[src/rtl/imem_loader.sv]
// imem_loader: receives a program frame over a byte stream and writes it
// into a 256 x 16 instruction memory while holding the CPU in reset.
// Frame: 0xA5, N (1..255), N words (high byte, then low byte) and,
// when IMEM_LOADER_CHECKSUM_EN is defined, a trailing XOR checksum byte.
// Byte handshake: a byte transfers on a rising clk edge where
// rx_valid and rx_ready are both 1; rx_data is ignored otherwise.
// dbg_state exposes the FSM state for observation.
module imem_loader (
  input  logic        clk,
  input  logic        reset,
  input  logic        start,
  input  logic [7:0]  rx_data,
  input  logic        rx_valid,
  output logic        rx_ready,
  output logic        im_we,
  output logic [7:0]  im_addr,
  output logic [15:0] im_wdata,
  output logic        cpu_hold,
  output logic        done,
  output logic        error,
  output logic [2:0]  dbg_state
);

  typedef enum logic [2:0] {
    S_IDLE  = 3'd0,
    S_COUNT = 3'd1,
    S_HI    = 3'd2,
    S_LO    = 3'd3,
    S_WRITE = 3'd4,
    S_CSUM  = 3'd5,
    S_DONE  = 3'd6,
    S_ERR   = 3'd7
  } state_t;

  state_t      state_q, state_d;
  logic [7:0]  count_q, count_d;
  logic [7:0]  index_q, index_d;
  logic [15:0] wdata_q, wdata_d;
  logic        accept;
  logic        last_word;

  assign accept    = rx_valid & rx_ready;
  // Widened compare so index+1 never wraps for N = 255.
  assign last_word = (({1'b0, index_q} + 9'd1) >= {1'b0, count_q});

`ifdef IMEM_LOADER_CHECKSUM_EN
  logic [7:0] csum_q, csum_d;
`endif

  // State register.
  always_ff @(posedge clk or negedge reset) begin
    if (!reset) state_q <= S_IDLE;
    else        state_q <= state_d;
  end

  // Next-state logic; start only matters in DONE and ERR.
  always_comb begin
    state_d = state_q;
    case (state_q)
      S_IDLE:  if (accept && rx_data == 8'hA5) state_d = S_COUNT;
      S_COUNT: if (accept) state_d = (rx_data == 8'h00) ? S_ERR : S_HI;
      S_HI:    if (accept) state_d = S_LO;
      S_LO:    if (accept) state_d = S_WRITE;
`ifdef IMEM_LOADER_CHECKSUM_EN
      S_WRITE: state_d = last_word ? S_CSUM : S_HI;
      S_CSUM:  if (accept) state_d = (rx_data == csum_q) ? S_DONE : S_ERR;
`else
      S_WRITE: state_d = last_word ? S_DONE : S_HI;
`endif
      S_DONE:  if (start) state_d = S_IDLE;
      S_ERR:   if (start) state_d = S_IDLE;
      default: state_d = S_IDLE;
    endcase
  end

  // Outputs decoded from state; rx_ready is forced low while reset is held.
  always_comb begin
    rx_ready  = 1'b0;
    im_we     = 1'b0;
    cpu_hold  = 1'b1;
    done      = 1'b0;
    error     = 1'b0;
    dbg_state = state_q;
    case (state_q)
      S_IDLE, S_COUNT, S_HI, S_LO, S_CSUM: rx_ready = reset;
      S_WRITE: im_we = 1'b1;
      S_DONE: begin
        done     = 1'b1;
        cpu_hold = 1'b0;
      end
      S_ERR:   error = 1'b1;
      default: ;
    endcase
  end

  // Datapath next values: word count, write index, assembled word, checksum.
  always_comb begin
    count_d = count_q;
    index_d = index_q;
    wdata_d = wdata_q;
`ifdef IMEM_LOADER_CHECKSUM_EN
    csum_d  = csum_q;
`endif
    case (state_q)
`ifdef IMEM_LOADER_CHECKSUM_EN
      S_IDLE:  if (accept && rx_data == 8'hA5) csum_d = 8'h00;
`endif
      S_COUNT: if (accept && rx_data != 8'h00) begin
        count_d = rx_data;
        index_d = 8'h00;
      end
      S_HI: if (accept) begin
        wdata_d[15:8] = rx_data;
`ifdef IMEM_LOADER_CHECKSUM_EN
        csum_d = csum_q ^ rx_data;
`endif
      end
      S_LO: if (accept) begin
        wdata_d[7:0] = rx_data;
`ifdef IMEM_LOADER_CHECKSUM_EN
        csum_d = csum_q ^ rx_data;
`endif
      end
      S_WRITE: index_d = index_q + 8'd1;
      S_DONE, S_ERR: if (start) index_d = 8'h00;
      default: ;
    endcase
  end

  // Datapath registers.
  always_ff @(posedge clk or negedge reset) begin
    if (!reset) begin
      count_q <= 8'h00;
      index_q <= 8'h00;
      wdata_q <= 16'h0000;
`ifdef IMEM_LOADER_CHECKSUM_EN
      csum_q  <= 8'h00;
`endif
    end else begin
      count_q <= count_d;
      index_q <= index_d;
      wdata_q <= wdata_d;
`ifdef IMEM_LOADER_CHECKSUM_EN
      csum_q  <= csum_d;
`endif
    end
  end

  assign im_addr  = index_q;
  assign im_wdata = wdata_q;

endmodule
[config.mk]
export PLATFORM = sky130hd
export DESIGN_NAME = imem_loader
export DESIGN_NICKNAME = d
export VERILOG_FILES = /design/src/rtl/imem_loader.sv
export SDC_FILE = /design/constraint.sdc
export NUM_CORES = 1
export LEC_CHECK = 0
export CAP_MARGIN = 15
export CORE_UTILIZATION = 40
export DETAILED_ROUTE_END_ITERATION = 8
export PLACE_DENSITY = 0.69
export SKIP_CTS_REPAIR_TIMING = 1
export SLEW_MARGIN = 40
export SYNTH_ARGS = -nofsm -noshare
export SYNTH_HDL_FRONTEND = slang
export SYNTH_SLANG_ARGS = --single-unit
[constraint.sdc]
create_clock -name clk -period 2.6 [get_ports clk]
set_input_delay 0.52 -clock clk [delete_from_list [all_inputs] [get_ports clk]]
set_output_delay 0.52 -clock clk [all_outputs]
set_load 0.01 [all_outputs]
==> out/qor.yml, run 1 <==
outcome:
  status: "finished, violations left"
  violations: "design-rule violations"
floorplan:
  die_y_microns: 70.6
  core_sq_mm: 0.00444
  start_util: 0.424
  num_rows: 24
  pin_count: 44
  die_w_microns: 70.6
  dieArea_sq_mm: 0.00499
setup_path:
  r2r-end: "dbg_state[2]$_DFFE_PN0P_"
  worst-setup-path-type: "flop to output port"
  crit_fanout: 9
  cp-end-kind: "output port"
  crit_required_ps: 2080
  r2r-start: "im_addr[1]$_DFFE_PN0P_"
  crit_arrival_ps: 1870
  r2r_cells: 9
  critPathLaunchType: "flop"
  r2r_slack_ps: 420
timing:
  max_slew.worst_pin.slew_ps: 441
  skew_ps: 4.02
  hold_violations: 0
  fmax_ghz: 0.419
  rsz0062_at_grt: "false"
  finalSetupViolations: 0
  relSlewSlack: 0.706
  fin_crit_sh: 0.918
  fin_crit_ps: 2390
  maxSlewViolCount: 0
  setup-tns-final_ps: 0
  hold_slack_ps: 331
pwr:
  power_density_mw_per_mm2: 1000
  switchingPower_mw: 0.856
  p_total_mw: 2.50
  combPwrFrac: 0.469
  clkPwrFrac: 0.168
  p_int_mw: 1.65
  p_sw_frac: 0.342
  vdd_drop_max_mv: 0.487
  power_frac_seq: 0.363
  p_leak_nw: 1.11
route:
  routedWlPerCell_microns: 14.6
  drc: 4
  viasPerCell: 5.35
  ant_nets: 0
  drt-total-wl_mm: 4.03
  drt_first_pass_iters: 6
  vias: 1477
  drtIter0Drc: 57
clocking:
  clockBufferDepth: 2
  htreeDepth: 2
  root_buffer: "clkbuf_8"
  cts_buffers: 5
  cts_tree: "done"
  cts_sinks: 35
  clk_pin_slew_worst_paths_ps: 70
  insertion_delay_ps: 290
yosys:
  syn_nets: 190
  ys.flop_type: "dfrtp_1"
  synthTopCellsByArea: "dfrtp_1, mux2_2, ha_1, nand2_1, a22o_1"
  yosysWarnings: 0
  syn_area_per_cell_sq_um: 11.1
  postSynthCellCount: 169
  ys_seq_area_frac: 0.465
  synth_cell_types: 42
  synth_area_sq_mm: 0.00188
  synth-edff-count: 0
  yosysTopAreaCell: "dfrtp_1"
  yosysTopAreaCellShare: 0.465
  synthArstFlopShare: 1.00
  synth-seq-cells: 35
  yosys-top-cells-count: "dfrtp_1, mux2_2, nand2_1, ha_1, o21ai_0"
  yosysMostFrequentCell: "dfrtp_1"
finish:
  final.fill_count: 407
  syn_to_final_growth_pct: 32.4
  diodes: 0
  final_util: 0.561
  nets: 244
  drive_above_1_share: 0.210
  design_area_sq_mm: 0.00249
grt:
  overflow: 0
  grt_use_total: 0.182
  grt_max_degree: 36
  grt_pass1_wl_mm: 6.96
  first_global_vias: 1425
  antenna_found_initial: 0
placed_design:
  dpl-instance-area_sq_mm: 0.00240
  place.port_buffers: 43
  place.gp.congestion: 0.841
  dp_hpwl_mm: 3.03
flow_run:
  maxCapViolCount: 0
min_path:
  hold_path_class: "primary input to async pin"
## logic make-up after synthesis
family | after synthesis | synth area share
compound gates | 34 | 0.133
flops | 35 | 0.465
simple gates | 51 | 0.155
fa+ha+maj | 9 | 0.0598
xor+xnor | 7 | 0.0325
mux | 19 | 0.114
buf+inv | 14 | 0.0405
## final cells by class
cell class	instances	area, sq um	share of cell area
tap	52	65.1	0.0261
clock inverter	2	16.3	0.00652
sequential	35	876	0.351
inverter	10	37.5	0.0150
timing repair buffer	51	485	0.195
multi-input combinational	120	932	0.374
clock buffer	6	82.6	0.0331
## state kept, by name (all words and copies together) (netlist names)
signal / cells
dbg_state: 3
im_wdata: 16
count_q: 8
im_addr: 8
## through the flow
step | setup WS (ps) | std cells
2_1_floorplan | 607 | 169
3_3_place_gp | 211 | 268
3_5_place_dp | 197 | 268
4_1_cts | 196 | 276
5_1_grt | 77.5 | 276
6_report | 212 | 276
## layout by cell type (no fill, tap or decap), drive strengths merged, types with 3 or more instances in the layout
cell	count
and3	3
a21oi	4
clkbuf	6
clkdlybuf4s50	42
a22o	6
o31ai	3
o21ai	9
nand3	5
mux2	19
nor2	7
dfrtp	35
inv	9
buf	9
xor2	3
ha	9
or2	3
xnor2	4
nand2	20
## critical path: stages, from the launching register on
cell	delay [ps]
dfrtp_1	500
nor2_1	80
nand2_1	180
clkinv_1	260
clkdlybuf4s50_1	560
## power groups by stage
stage	clock [mW]	sequential, mW	combinational, mW
6_report	0.421	0.909	1.17
4_1_cts	0.435	0.914	1.19
2_1_floorplan	0	0.979	0.606
3_5_place_dp	0	0.920	1.18
3_3_place_gp	0	0.918	1.16
5_1_grt	0.464	0.947	1.30
## how the worst max path moves through the flow
stage          cells past startpoint                       end  slack [ps]                startpoint
3_3_place_gp                       6    im_addr[7]$_DFFE_PN0P_         210                rx_data[0]
5_1_grt                            4                     im_we          80  dbg_state[0]$_DFFE_PN0P_
6_report                           4                     im_we         210  dbg_state[0]$_DFFE_PN0P_
2_1_floorplan                      9  dbg_state[2]$_DFFE_PN0P_         610    im_addr[0]$_DFFE_PN0P_
3_5_place_dp                       6    im_addr[3]$_DFFE_PN0P_         200                rx_data[2]
4_1_cts                            4                     im_we         200  dbg_state[0]$_DFFE_PN0P_
## layer usage
metal	global-route usage	vias to the layer above	routed length [microns]
met2	0.289	44	1870
met5	0	-	0
met1	0.238	706	1880
li1	-	725	-
met3	0.0670	2	256
met4	0.0467	0	21
Power figures use the tool's default switching activity.
==> run 2: changes to the inputs <==
--- a/config.mk
+++ b/config.mk
@@ -8,7 +8,8 @@
 export CAP_MARGIN = 15
 export CORE_UTILIZATION = 40
 export DETAILED_ROUTE_END_ITERATION = 8
-export PLACE_DENSITY = 0.69
+export DONT_BUFFER_PORTS = 1
+export PLACE_DENSITY = 0.57
 export SKIP_CTS_REPAIR_TIMING = 1
 export SLEW_MARGIN = 40
 export SYNTH_ARGS = -nofsm -noshare
==> run 2 against run 1 <==
The flow still finishes with violations (design-rule violations). Clock power increased by 14%. Cell count down 18%. Clock skew up 4.4 ps. Utilization shrank 10 points. Sequential share of layout area up 7.7 points. Combinational power fell by 42%. Critical path depth down 2. Setup slack better by 130 ps.
==> out/qor.yml, run 2 (synthesized netlist as in run 1, its figures left out) <==
timing:
  skew_ps: 8.38  # +4.36 ps
  fmax_ghz: 0.444  # +6.0%
  hold_violations: 0  # unchanged
  finalSetupViolations: 0  # unchanged
  maxSlewViolCount: 0  # unchanged
  fin_crit_sh: 0.867  # -0.0516
  fin_crit_ps: 2250  # -134 ps
  relSlewSlack: 0.506  # -0.200
  rsz0062_at_grt: "false"
  max_slew.worst_pin.slew_ps: 741  # +300 ps
  setup-tns-final_ps: 0  # unchanged
setup_path:
  slowest_stage: "dfrtp_1"
  crit_required_ps: 2080  # about the same
  cp-endpoint: "im_we"
  crit_fanout: 18  # +9
  crit_start: "dbg_state[2]$_DFFE_PN0P_"
  path_buf_inv: 1  # -1
  critPathLaunchType: "flop"
  crit_arrival_ps: 1730  # -140 ps
  crit_path_cell_trace: "nand2_1 > clkinv_1"
  r2r-end: "dbg_state[2]$_DFFE_PN0P_"
  worst-setup-path-type: "flop to output port"
  crit_cells: 2  # -2
  crit_family: "flip-flops"
  cpPeakStageDelay_ps: 830  # +270 ps
  cp-end-kind: "output port"
  r2r_cells: 9  # unchanged
  r2r-start: "im_addr[0]$_DFFE_PN0P_"
  r2r_slack_ps: 420  # about the same
flow_run:
  maxCapViolCount: 0  # unchanged
floorplan:
  dieArea_sq_mm: 0.00499  # unchanged
  start_util: 0.424  # unchanged
  core_sq_mm: 0.00444  # unchanged
  num_rows: 24  # unchanged
  die_y_microns: 70.6  # unchanged
  die_w_microns: 70.6  # unchanged
  pin_count: 44  # unchanged
clocking:
  insertion_delay_ps: 290  # about the same
  clk_pin_slew_worst_paths_ps: 80  # about the same
  clockBufferDepth: 2  # unchanged
  cts_buffers: 5  # unchanged
  cts_sinks: 35  # unchanged
  cts_tree: "done"
  root_buffer: "clkbuf_8"
  htreeDepth: 2  # unchanged
pwr:
  power_density_mw_per_mm2: 1080  # +7.2%
  p_total_mw: 2.20  # -12%
  vdd_drop_max_mv: 0.418  # -14%
  p_sw_frac: 0.365  # +0.0236
  switchingPower_mw: 0.804  # -6.1%
  p_int_mw: 1.40  # -15%
  clkPwrFrac: 0.217  # +0.049
  combPwrFrac: 0.310  # -0.159
  p_leak_nw: 0.920  # -17%
  power_frac_seq: 0.473  # +0.110
grt:
  antenna_found_initial: 0  # unchanged
  use_met3: 0.0541  # -0.0128
  grt_use_total: 0.166  # -0.0160
  busiest_layer: "met2"
  first_global_vias: 1298  # -8.9%
  grt_max_degree: 38  # +5.6%
  use_met2: 0.279  # -0.00971
  overflow: 0  # unchanged
  grtUsageMet1: 0.203  # -0.0344
  grt_pass1_wl_mm: 6.45  # -7.2%
finish:
  syn_to_final_growth_pct: 8.50
  final_common_cell: "dfrtp_1"
  nets: 195  # -20%
  largest_reg_flops: 16  # unchanged
  drive_above_1_share: 0.224  # +0.0143
  diodes: 0  # unchanged
  final_cell_mix: "dfrtp_1, mux2_2, nand2_1"
route:
  routedWlPerCell_microns: 17.7  # +22%
  drtIter0Drc: 68  # +19%
  drt-total-wl_mm: 4.01  # -0.50%
  ant_nets: 0  # unchanged
  drt_first_pass_iters: 6  # unchanged
  viasPerCell: 5.78  # +8.1%
  drc: 4  # unchanged
  vias: 1307  # -12%
placed_design:
  dp_hpwl_mm: 2.88  # -5.0%
  place.gp.congestion: 0.861  # +2.3%
  place.port_buffers: 0  # -100%
outcome:
  status: "finished, violations left"
  violations: "design-rule violations"
min_path:
  hold_path_class: "primary input to async pin"
==> run 2: changes by cell type in the layout (fill, tap and decap cells not counted) <==
cell             delta
bufinv_16           +1
buf_4               -7
clkinv_4            -1
clkdlybuf4s50_1    -42
buf_12              +1
buf_2               -1
clkbuf_8            -1
==> run 2: area by class of cell <==
type	count	area [sq um]
Clock buffer	5	68.8
Clock inverter	2	37.5
Fill cell	415	2400
Inverter	10	37.5
Multi-Input combinational cell	120	932
Sequential cell	35	876
Tap cell	52	65.1
Timing Repair Buffer	2	27.5
==> run 2: through the flow <==
stage | instances | worst slack, ps | hold WS [ps] | util | instance area, sq um
6_report | 226 | 346 | 58.0 | 0.460 | 2040
4_1_cts | 225 | 316 | -85.1 | 0.456 | 2020
3_5_place_dp | 218 | 418 | 225 | 0.432 | 1920
5_1_grt | 226 | 194 | 66.0 | 0.460 | 2040
2_1_floorplan | 169 | 607 | 224 | - | 1880
3_3_place_gp | 218 | 488 | 225 | 0.432 | 1920
==> run 2: layer usage <==
| metal | wire length, microns | share of wire |
|---|---|---|
| met1 | 1730 | 0.43 |
| met2 | 2000 | 0.50 |
| met3 | 236 | 0.059 |
| met4 | 51 | 0.013 |
| met5 | 0 | 0 |
==> run 2: worst min-delay path by stage <==
stage | startpoint | endpoint | slack, ps
floorplan | reset | count_q[0]$_DFFE_PN0P_ | 220
global placement | reset | im_addr[2]$_DFFE_PN0P_ | 230
detailed placement | reset | im_addr[0]$_DFFE_PN0P_ | 230
CTS | reset | im_addr[7]$_DFFE_PN0P_ | -90
global route | reset | im_addr[7]$_DFFE_PN0P_ | 70
finish | reset | im_addr[7]$_DFFE_PN0P_ | 60
==> run 2: power groups by stage <==
stage | Clock [mW] | Sequential, mW | Combinational [mW]
floorplan | 0 | 0.979 | 0.606
global placement | 0 | 1.04 | 0.647
detailed placement | 0 | 1.06 | 0.670
CTS | 0.486 | 1.05 | 0.675
global route | 0.505 | 1.07 | 0.769
finish | 0.478 | 1.04 | 0.682
==> run 2: worst reg2reg max path: cells and delay by family, from the launching register on <==
kind | cells | cell delay, ps
compound gates | 5 | 580
fa+ha+maj | 2 | 580
simple gates | 1 | 230
flops | 1 | 510
xor+xnor | 1 | 170
==> run 3: changes to the inputs <==
--- a/config.mk
+++ b/config.mk
@@ -7,6 +7,7 @@
 export LEC_CHECK = 0
 export CAP_MARGIN = 15
 export CORE_UTILIZATION = 40
+export CTS_BUF_LIST = sky130_fd_sc_hd__clkbuf_16
 export DETAILED_ROUTE_END_ITERATION = 8
 export DONT_BUFFER_PORTS = 1
 export PLACE_DENSITY = 0.57
==> run 3 against run 2 <==
The flow still finishes with violations (design-rule violations). Hold slack gained 20 ps. Clock power up 38%. Critical path depth is the same. Sequential power about the same. Count of clock-buffer cells in the layout is the same. Register-to-register slack lost 30 ps. Via count is 0.61% higher. Combinational power is essentially flat. First-iteration DRC count decreased by 1.5%. Critical path type unchanged. Critical endpoint unchanged. Highest routed layer unchanged.
==> out/qor.yml, run 3 (synthesized netlist as in run 1, its figures left out) <==
finish:
  largest_reg_flops: 16  # unchanged
  final_cell_mix: "dfrtp_1, mux2_2, nand2_1"
  syn_to_final_growth_pct: 11.5
  final.fill_count: 407  # -1.9%
  nets: 195  # unchanged
  drive_above_1_share: 0.224  # unchanged
  final_common_cell: "dfrtp_1"
  design_area_sq_mm: 0.00210  # +2.8%
  diodes: 0  # unchanged
timing:
  setup-tns-final_ps: 0  # unchanged
  relSlewSlack: 0.497  # -0.00897
  fin_crit_sh: 0.864  # -0.00278
  finalSetupViolations: 0  # unchanged
  max_slew.worst_pin.slew_ps: 754  # +13.4 ps
  fmax_ghz: 0.445  # +0.32%
  rsz0062_at_grt: "false"
  hold_violations: 0  # unchanged
  skew_ps: 3.89  # -4.49 ps
  maxSlewViolCount: 0  # unchanged
  fin_crit_ps: 2250  # -7.23 ps
clocking:
  cts_buffers: 5  # unchanged
  cts_tree: "done"
  cts_sinks: 35  # unchanged
  clk_pin_slew_worst_paths_ps: 60  # -20 ps
  root_buffer: "clkbuf_16"
  clockBufferDepth: 2  # unchanged
  htreeDepth: 2  # unchanged
  insertion_delay_ps: 270  # -20 ps
setup_path:
  slowest_stage: "dfrtp_1"
  crit_path_cell_trace: "nand2_1 > clkinv_1"
  critPathLaunchType: "flop"
  crit_start: "dbg_state[2]$_DFFE_PN0P_"
  crit_fanout: 18  # unchanged
  worst-setup-path-type: "flop to output port"
  cp-end-kind: "output port"
  r2r_cells: 9  # unchanged
  cpPeakStageDelay_ps: 830  # about the same
  r2r-start: "im_addr[0]$_DFFE_PN0P_"
  crit_arrival_ps: 1730  # about the same
  crit_required_ps: 2080  # about the same
pwr:
  p_sw_frac: 0.344  # -0.0214
  vdd_drop_max_mv: 0.710  # +70%
  power_density_mw_per_mm2: 1130  # +5.5%
  p_leak_nw: 0.946  # +2.8%
  switchingPower_mw: 0.820  # +2.0%
  combPwrFrac: 0.287  # -0.023
  power_frac_seq: 0.437  # -0.036
  clkPwrFrac: 0.276  # +0.059
  p_int_mw: 1.56  # +12%
route:
  viasPerCell: 5.82  # +0.61%
  drt_first_pass_iters: 6  # unchanged
  drt-total-wl_mm: 4.01  # about the same
  drc: 4  # unchanged
  drtIter0Drc: 67  # -1.5%
  ant_nets: 0  # unchanged
  routedWlPerCell_microns: 17.8  # about the same
  vias: 1315  # +0.61%
outcome:
  violations: "design-rule violations"
  status: "finished, violations left"
placed_design:
  place.gp.congestion: 0.861  # unchanged
  dpl-instance-area_sq_mm: 0.00192  # unchanged
  place.port_buffers: 0  # unchanged
  dp_hpwl_mm: 2.88  # unchanged
floorplan:
  die_w_microns: 70.6  # unchanged
  core_sq_mm: 0.00444  # unchanged
  pin_count: 44  # unchanged
  die_y_microns: 70.6  # unchanged
  num_rows: 24  # unchanged
  start_util: 0.424  # unchanged
  dieArea_sq_mm: 0.00499  # unchanged
min_path:
  hold_path_class: "primary input to async pin"
grt:
  grt_max_degree: 38  # unchanged
  grt_use_total: 0.167  # +0.00122
  first_global_vias: 1300  # +0.15%
  overflow: 0  # unchanged
  grt_pass1_wl_mm: 6.55  # +1.5%
  antenna_found_initial: 0  # unchanged
flow_run:
  maxCapViolCount: 0  # unchanged
[run 3: power groups by stage]
stage | registers (mW) | clock network (mW) | logic, mW
5_1_grt | 1.08 | 0.690 | 0.768
3_5_place_dp | 1.06 | 0 | 0.670
4_1_cts | 1.05 | 0.667 | 0.675
3_3_place_gp | 1.04 | 0 | 0.647
6_report | 1.04 | 0.658 | 0.684
2_1_floorplan | 0.979 | 0 | 0.606
[run 3: metrics by stage]
step                hold WS [ps]  total power, mW  instances   util  setup WS, ps
detailed placement           225             1.73        218  0.432           418
finish                      77.7             2.38        226  0.473           353
global placement             225             1.69        218  0.432           488
floorplan                    224             1.58        169      -           607
CTS                        -62.6             2.39        225  0.468           336
global route                87.3             2.53        226  0.473           218
[run 3: worst max-delay path, delay by kind of cell (launching register included)]
family                 cells  cell delay (ps)
AND/OR/NAND/NOR            1              320
buffers and inverters      1              310
flip-flops                 1              830
[run 3: final timing paths]
kind                                       endpoint  slack [ps]
hold reg to reg              count_q[2]$_DFFE_PN0P_         470
max in group asynchronous    im_addr[1]$_DFFE_PN0P_        2340
setup / recovery                              im_we         350
min in group clk           dbg_state[2]$_DFFE_PN0P_         360
hold / removal               im_addr[7]$_DFFE_PN0P_          80
setup reg to reg           dbg_state[2]$_DFFE_PN0P_         390
[run 3: layer usage]
layer,wire length [microns],GRT usage,up-vias
met5,0,0,-
met4,27,0.0467,0
met3,236,0.0556,2
met2,2020,0.285,32
met1,1720,0.204,661
li1,-,-,620
[run 3: area by class of cell]
class                           instances  area (sq um)  area share
Sequential cell                        35           876       0.417
Clock buffer                            5           125      0.0596
Multi-Input combinational cell        120           932       0.444
Clock inverter                          2          37.5      0.0179
Tap cell                               52          65.1      0.0310
Timing Repair Buffer                    2          27.5      0.0131
Inverter                               10          37.5      0.0179
